<file path="src/rtl/tns_enc_25_pkg.sv">
// Shared TNS definitions: codeword length, binary width and the 25 weights
// in decoder bit order (code[0]=TNS01_C ... code[24]=TNS09_C).
package tns_enc_25_pkg;

  localparam int TNS_CW_LEN = 25;
  localparam int BLEN09_C   = 19;

  typedef logic [BLEN09_C-1:0]   tns_word_t;
  typedef logic [TNS_CW_LEN-1:0] tns_code_t;

  // Each weight is at most one more than the sum of all lower weights,
  // so greedy selection reaches every value up to the full sum.
  localparam tns_word_t TNS01_C = 19'd1;
  localparam tns_word_t TNS01_B = 19'd2;
  localparam tns_word_t TNS01_A = 19'd3;
  localparam tns_word_t TNS02_C = 19'd5;
  localparam tns_word_t TNS02_B = 19'd8;
  localparam tns_word_t TNS02_A = 19'd13;
  localparam tns_word_t TNS03_C = 19'd21;
  localparam tns_word_t TNS03_B = 19'd34;
  localparam tns_word_t TNS03_A = 19'd55;
  localparam tns_word_t TNS04_C = 19'd89;
  localparam tns_word_t TNS04_B = 19'd144;
  localparam tns_word_t TNS04_A = 19'd233;
  localparam tns_word_t TNS05_C = 19'd377;
  localparam tns_word_t TNS05_B = 19'd610;
  localparam tns_word_t TNS05_A = 19'd987;
  localparam tns_word_t TNS06_C = 19'd1597;
  localparam tns_word_t TNS06_B = 19'd2584;
  localparam tns_word_t TNS06_A = 19'd4181;
  localparam tns_word_t TNS07_C = 19'd6765;
  localparam tns_word_t TNS07_B = 19'd10946;
  localparam tns_word_t TNS07_A = 19'd17711;
  localparam tns_word_t TNS08_C = 19'd28657;
  localparam tns_word_t TNS08_B = 19'd46368;
  localparam tns_word_t TNS08_A = 19'd75025;
  localparam tns_word_t TNS09_C = 19'd121393;

  localparam tns_word_t TNS_MAX =
      TNS01_C + TNS01_B + TNS01_A + TNS02_C + TNS02_B + TNS02_A +
      TNS03_C + TNS03_B + TNS03_A + TNS04_C + TNS04_B + TNS04_A +
      TNS05_C + TNS05_B + TNS05_A + TNS06_C + TNS06_B + TNS06_A +
      TNS07_C + TNS07_B + TNS07_A + TNS08_C + TNS08_B + TNS08_A + TNS09_C;

  typedef enum logic [1:0] {
    ST_IDLE = 2'd0,
    ST_RUN  = 2'd1,
    ST_DONE = 2'd2
  } enc_state_t;

endpackage

</file>
<file path="src/rtl/tns_weight_rom_25.sv">
// Combinational weight lookup: codeword bit index -> TNS weight.
module tns_weight_rom_25
  import tns_enc_25_pkg::*;
(
  input  logic [4:0]          index,
  output logic [BLEN09_C-1:0] weight
);

  always_comb begin
    weight = '0;
    case (index)
      5'd0:  weight = TNS01_C;
      5'd1:  weight = TNS01_B;
      5'd2:  weight = TNS01_A;
      5'd3:  weight = TNS02_C;
      5'd4:  weight = TNS02_B;
      5'd5:  weight = TNS02_A;
      5'd6:  weight = TNS03_C;
      5'd7:  weight = TNS03_B;
      5'd8:  weight = TNS03_A;
      5'd9:  weight = TNS04_C;
      5'd10: weight = TNS04_B;
      5'd11: weight = TNS04_A;
      5'd12: weight = TNS05_C;
      5'd13: weight = TNS05_B;
      5'd14: weight = TNS05_A;
      5'd15: weight = TNS06_C;
      5'd16: weight = TNS06_B;
      5'd17: weight = TNS06_A;
      5'd18: weight = TNS07_C;
      5'd19: weight = TNS07_B;
      5'd20: weight = TNS07_A;
      5'd21: weight = TNS08_C;
      5'd22: weight = TNS08_B;
      5'd23: weight = TNS08_A;
      5'd24: weight = TNS09_C;
      default: weight = '0;
    endcase
  end

endmodule

</file>
<file path="src/rtl/tns_enc_25.sv">
// Iterative greedy TNS encoder: resolves STEPS_PER_CYCLE codeword bits per
// clock, MSB first, with valid/ready on both sides and registered outputs.
module tns_enc_25
  import tns_enc_25_pkg::*;
#(
  parameter int STEPS_PER_CYCLE = 1
)
(
  input  logic                  clk,
  input  logic                  rst_n,
  input  logic                  in_valid,
  output logic                  in_ready,
  input  logic [BLEN09_C-1:0]   datain,
  output logic                  out_valid,
  input  logic                  out_ready,
  output logic [TNS_CW_LEN-1:0] codeout,
  output logic                  err
);

  localparam logic [4:0] SPC      = 5'(STEPS_PER_CYCLE);
  localparam logic [4:0] LAST_IDX = 5'(STEPS_PER_CYCLE - 1);
  localparam logic [4:0] TOP_IDX  = 5'(TNS_CW_LEN - 1);

  enc_state_t state, state_nxt;
  tns_word_t  rem;
  tns_code_t  code;
  logic [4:0] idx;
  logic       accept, last_step, release_out;
  logic       in_ready_nxt, out_valid_nxt;

  tns_word_t rem_c  [STEPS_PER_CYCLE+1];
  tns_code_t code_c [STEPS_PER_CYCLE+1];

  assign accept      = (state == ST_IDLE) && in_valid && in_ready;
  assign last_step   = (state == ST_RUN) && (idx == LAST_IDX);
  assign release_out = (state == ST_DONE) && out_valid && out_ready;

  // Compare/subtract chain, highest weight of this cycle first.
  assign rem_c[0]  = rem;
  assign code_c[0] = code;
  for (genvar s = 0; s < STEPS_PER_CYCLE; s++) begin : g_step
    localparam logic [4:0] OFF = 5'(s);
    logic [4:0] bit_idx;
    tns_word_t  w;
    logic       take;
    assign bit_idx = idx - OFF;
    tns_weight_rom_25 u_rom (.index(bit_idx), .weight(w));
    assign take        = (rem_c[s] >= w);
    assign rem_c[s+1]  = take ? (rem_c[s] - w) : rem_c[s];
    assign code_c[s+1] = code_c[s] | (tns_code_t'(take) << bit_idx);
  end

  always_ff @(posedge clk or negedge rst_n) begin
    if (!rst_n) state <= ST_IDLE;
    else        state <= state_nxt;
  end

  always_comb begin
    state_nxt = state;
    unique case (state)
      ST_IDLE: if (accept)      state_nxt = ST_RUN;
      ST_RUN:  if (last_step)   state_nxt = ST_DONE;
      ST_DONE: if (release_out) state_nxt = ST_IDLE;
      default:                  state_nxt = ST_IDLE;
    endcase
  end

  always_comb begin
    in_ready_nxt  = in_ready;
    out_valid_nxt = out_valid;
    unique case (state)
      ST_IDLE: begin
        in_ready_nxt  = !accept;
        out_valid_nxt = 1'b0;
      end
      ST_RUN: begin
        in_ready_nxt  = 1'b0;
        out_valid_nxt = last_step;
      end
      ST_DONE: begin
        if (release_out) begin
          in_ready_nxt  = 1'b1;
          out_valid_nxt = 1'b0;
        end
      end
      default: begin
        in_ready_nxt  = 1'b0;
        out_valid_nxt = 1'b0;
      end
    endcase
  end

  // accept -> RUN: load word; RUN -> DONE: publish code and leftover check
  always_ff @(posedge clk or negedge rst_n) begin
    if (!rst_n) begin
      in_ready  <= 1'b0;
      out_valid <= 1'b0;
      codeout   <= '0;
      err       <= 1'b0;
      rem       <= '0;
      code      <= '0;
      idx       <= '0;
    end else begin
      in_ready  <= in_ready_nxt;
      out_valid <= out_valid_nxt;
      if (accept) begin
        rem  <= datain;
        code <= '0;
        idx  <= TOP_IDX;
      end else if (state == ST_RUN) begin
        rem  <= rem_c[STEPS_PER_CYCLE];
        code <= code_c[STEPS_PER_CYCLE];
        idx  <= last_step ? 5'd0 : (idx - SPC);
        if (last_step) begin
          codeout <= code_c[STEPS_PER_CYCLE];
          err     <= (rem_c[STEPS_PER_CYCLE] != '0);
        end
      end
    end
  end

endmodule

</file>
<file path="config.mk">
export PLATFORM = sky130hd
export DESIGN_NAME = tns_enc_25
export DESIGN_NICKNAME = d
export VERILOG_FILES = /design/src/rtl/tns_enc_25_pkg.sv /design/src/rtl/tns_weight_rom_25.sv /design/src/rtl/tns_enc_25.sv
export SDC_FILE = /design/constraint.sdc
export NUM_CORES = 1
export LEC_CHECK = 0
export ABC_AREA = 0
export CORE_UTILIZATION = 38
export DETAILED_ROUTE_END_ITERATION = 10
export DONT_BUFFER_PORTS = 1
export GPL_ROUTABILITY_DRIVEN = 1
export HOLD_SLACK_MARGIN = 0.02
export PLACE_DENSITY = 0.55
export RECOVER_POWER = 100
export SYNTH_ARGS = -nofsm -noshare
export SYNTH_HDL_FRONTEND = slang
export SYNTH_SLANG_ARGS = --single-unit
</file>
<file path="constraint.sdc">
create_clock -name clk -period 3.4 [get_ports clk]
set_input_delay 0.51 -clock clk [delete_from_list [all_inputs] [get_ports clk]]
set_output_delay 0.51 -clock clk [all_outputs]
set_load 0.02 [all_outputs]
</file>
==> impl_results.md <==
* Top cell type's share of synthesized area at 0.406
* Fmax at 283 MHz
* Buffers on Ports at 0
* Clk_lat worst skew at 0.35 ns
* Fin crit period at 3.53 ns
* Share of cells above drive strength 1 at 0.442
* Number of global-route vias before repair at 4605
* Final Max Slew Viols at 80
* Largest net degree at the start of global routing at 80
* Sequential area share after synthesis at 0.406
* Fillcell total at 1096
* P&R area growth vs syn at 42.5%
* R2r setup slk at -0.13 ns
* Tot GR Track Use at 0.246
* Most frequent cell after synthesis: dfrtp_1
* Relative slew slack at -0.330
* Synth Flop Type: dfrtp_1
* Starting DRT DRC Count at 284
* Clk_skew at 0.00928 ns
* Netlist cell types at 66
* Unrepaired setup endpoints after global routing: true
* Worst endpoint required time at 3.63 ns
* # setup viols final at 4
* Drc violations at 0
* Clk sink count at 79
* CTS root buf: clkbuf_16
* Initial antenna violation count at 0
* Setup TNS at -0.282 ns
* Worst setup EP type: flip-flop
* I/O pin count at 51
* NumNets Final at 701
* Vias per cell at 5.61
* Final instance area at 6930 µm²
* Die X-Extent at 115 µm
* Pre-CTS WS at -0.259 ns
* Drt first pass iters at 5
* Clock transition at path regs at 0.06 ns
* Synth warnings at 0
* Die area at 13300 µm²
* Final WL at 16.0 mm
* Failing checks: max-capacitance violations, max-slew violations, negative setup slack
* H-Tree Depth at 3
* Cell taking the most area after synthesis: dfrtp_1
* Area of placed instances at 5840 µm²
* Routability congestion estimate from global placement at 0.950
* Final Cycle Share at 1.04
* Avg Cell Area, Syn at 9.32 µm²
* Synth top area cells: dfrtp_1, ha_1, nand2_1
* Synth top cells by count: dfrtp_1, nand2_1, nor2_1
* Chip height at 115 µm
* Critical path type: reg -> reg
* Via count of the routed design at 4621
* EDFF count, synth at 0
* Max-cap violations at 1
* Flops & latches, synth at 79
* Status: finished, violations left
* Hold Path Class: in -> reg
* Critical Path AT at 3.77 ns
* Post-Syn Instances at 522
* Antenna Violating Nets Remaining at 0
* TritonCTS clock tree: built
* Critical Path Start Type: flip-flop
* FFs w/ async S/R, synth at 1.00
* Final WS setup at -0.135 ns
* Num CTS Buffers at 9
* Maximum buffer depth of the clock tree at 2
* Grt total ovfl at 0
* Core area at 12300 µm²
* Slew @ Worst Pin at 1.99 ns
* Syn Nets at 572
* Initial Utilization at 0.397
* Final hold vios at 0
* Synth Cell Area at 4860 µm²
* Antenna diodes at 0
* DPL Wire Length at 10.9 mm
* CP Max Fanout at 4
* Wirelength per Cell at 19.4 µm
* First-pass GRT wire length at 24.6 mm
* Rows at 40
cell type report:
| cell class | instances | area (µm²) | share of cell area |
|---|---|---|---|
| clock inverters | 7 | 86.3 | 0.0125 |
| flip-flops and latches | 79 | 1980 | 0.286 |
| multi-input cells | 403 | 3270 | 0.472 |
| repair buffers | 141 | 1090 | 0.157 |
| inverters | 17 | 72.6 | 0.0105 |
| well taps | 168 | 210 | 0.0303 |
| clock buffers | 9 | 225 | 0.0325 |
cell usage in the layout, fill, tap and decap left out, types with 7 or more instances in the layout:
| cell | netlist | routed |
|---|---|---|
| a21oi_1 | 29 | 21 |
| mux2_2 | 19 | 19 |
| clkbuf_16 | 0 | 9 |
| buf_6 | 3 | 8 |
| a22o_1 | 14 | 14 |
| nand2_1 | 61 | 57 |
| o21ai_1 | 2 | 16 |
| a21o_1 | 7 | 7 |
| a21oi_2 | 3 | 10 |
| nor2_2 | 0 | 16 |
| nor2_4 | 0 | 8 |
| ha_4 | 0 | 8 |
| dfrtp_1 | 79 | 76 |
| inv_1 | 15 | 12 |
| nor2_1 | 48 | 24 |
| o21a_1 | 8 | 7 |
| a221o_1 | 10 | 10 |
| o21ai_0 | 45 | 25 |
| ha_1 | 26 | 12 |
| buf_4 | 1 | 132 |
final timing paths:
path	cells after the start	from	endpoint
min reg2reg	2	code[19]$_DFFE_PN0P_	code[19]$_DFFE_PN0P_
max reg2reg	17	idx[0]$_DFFE_PN0P_	err$_DFFE_PN0P_
max in group asynchronous	1	rst_n	idx[4]$_DFFE_PN0P_
max	17	idx[0]$_DFFE_PN0P_	err$_DFFE_PN0P_
min	2	datain[1]	rem[1]$_DFFE_PN0P_
min in group asynchronous	1	rst_n	rem[7]$_DFFE_PN0P_
logic make-up (layout without fill, tap and decap cells):
family | after synthesis | in the layout | share of synthesized area
AOI/OAI and AO/OA | 165 | 167 | 0.239
xor gates and xnor gates | 14 | 14 | 0.0252
muxes | 22 | 22 | 0.0502
adders and majority gates | 27 | 27 | 0.0710
DFF | 79 | 79 | 0.406
and+or+nand+nor | 172 | 173 | 0.169
buffers and inverters | 43 | 174 | 0.0394
flip-flops by register name, indices dropped and copies added (netlist names):
register / count
code: 25
codeout: 25
rem: 19
idx: 5
state: 2
err: 1
in_ready: 1
out_valid: 1
routing by layer:
metal,GRT usage,share of wire
met1,0.307,0.43
met2,0.419,0.51
met3,0.0438,0.050
met4,0.103,0.019
met5,0,0
per-stage QoR:
step	util	instances	hold slack, ns
5_1_grt	0.565	824	0.295
2_1_floorplan	-	522	0.214
3_3_place_gp	0.476	781	0.217
3_5_place_dp	0.476	781	0.216
4_1_cts	0.526	811	0.0755
6_report	0.565	824	0.282
critical path: stages (launching register included):
cell,delay [ns]
dfrtp_1,0.42
buf_4,0.16
ha_4,0.16
or3_1,0.32
o311ai_2,0.08
nor2_1,0.07
a21oi_1,0.13
ha_2,0.20
inv_2,0.04
fa_2,0.36
a211oi_2,0.24
o21ai_1,0.13
nand2_2,0.16
o211ai_1,0.14
a211oi_1,0.23
mux2_2,0.38
nor2_1,0.10
a31oi_1,0.08
timing repair:
item                                    4_1_cts  5_1_grt
endpoints found under the hold margin        79        0
buffers inserted                             11       15
endpoints found under the setup margin       48       52
cloned                                        3        0
pin swaps                                    30       52
gates resized for setup                      52       96
hold buffers                                  1        0
Power is not shown: default switching activity piles up to over one toggle a cycle in this logic, so the estimate is an artifact.
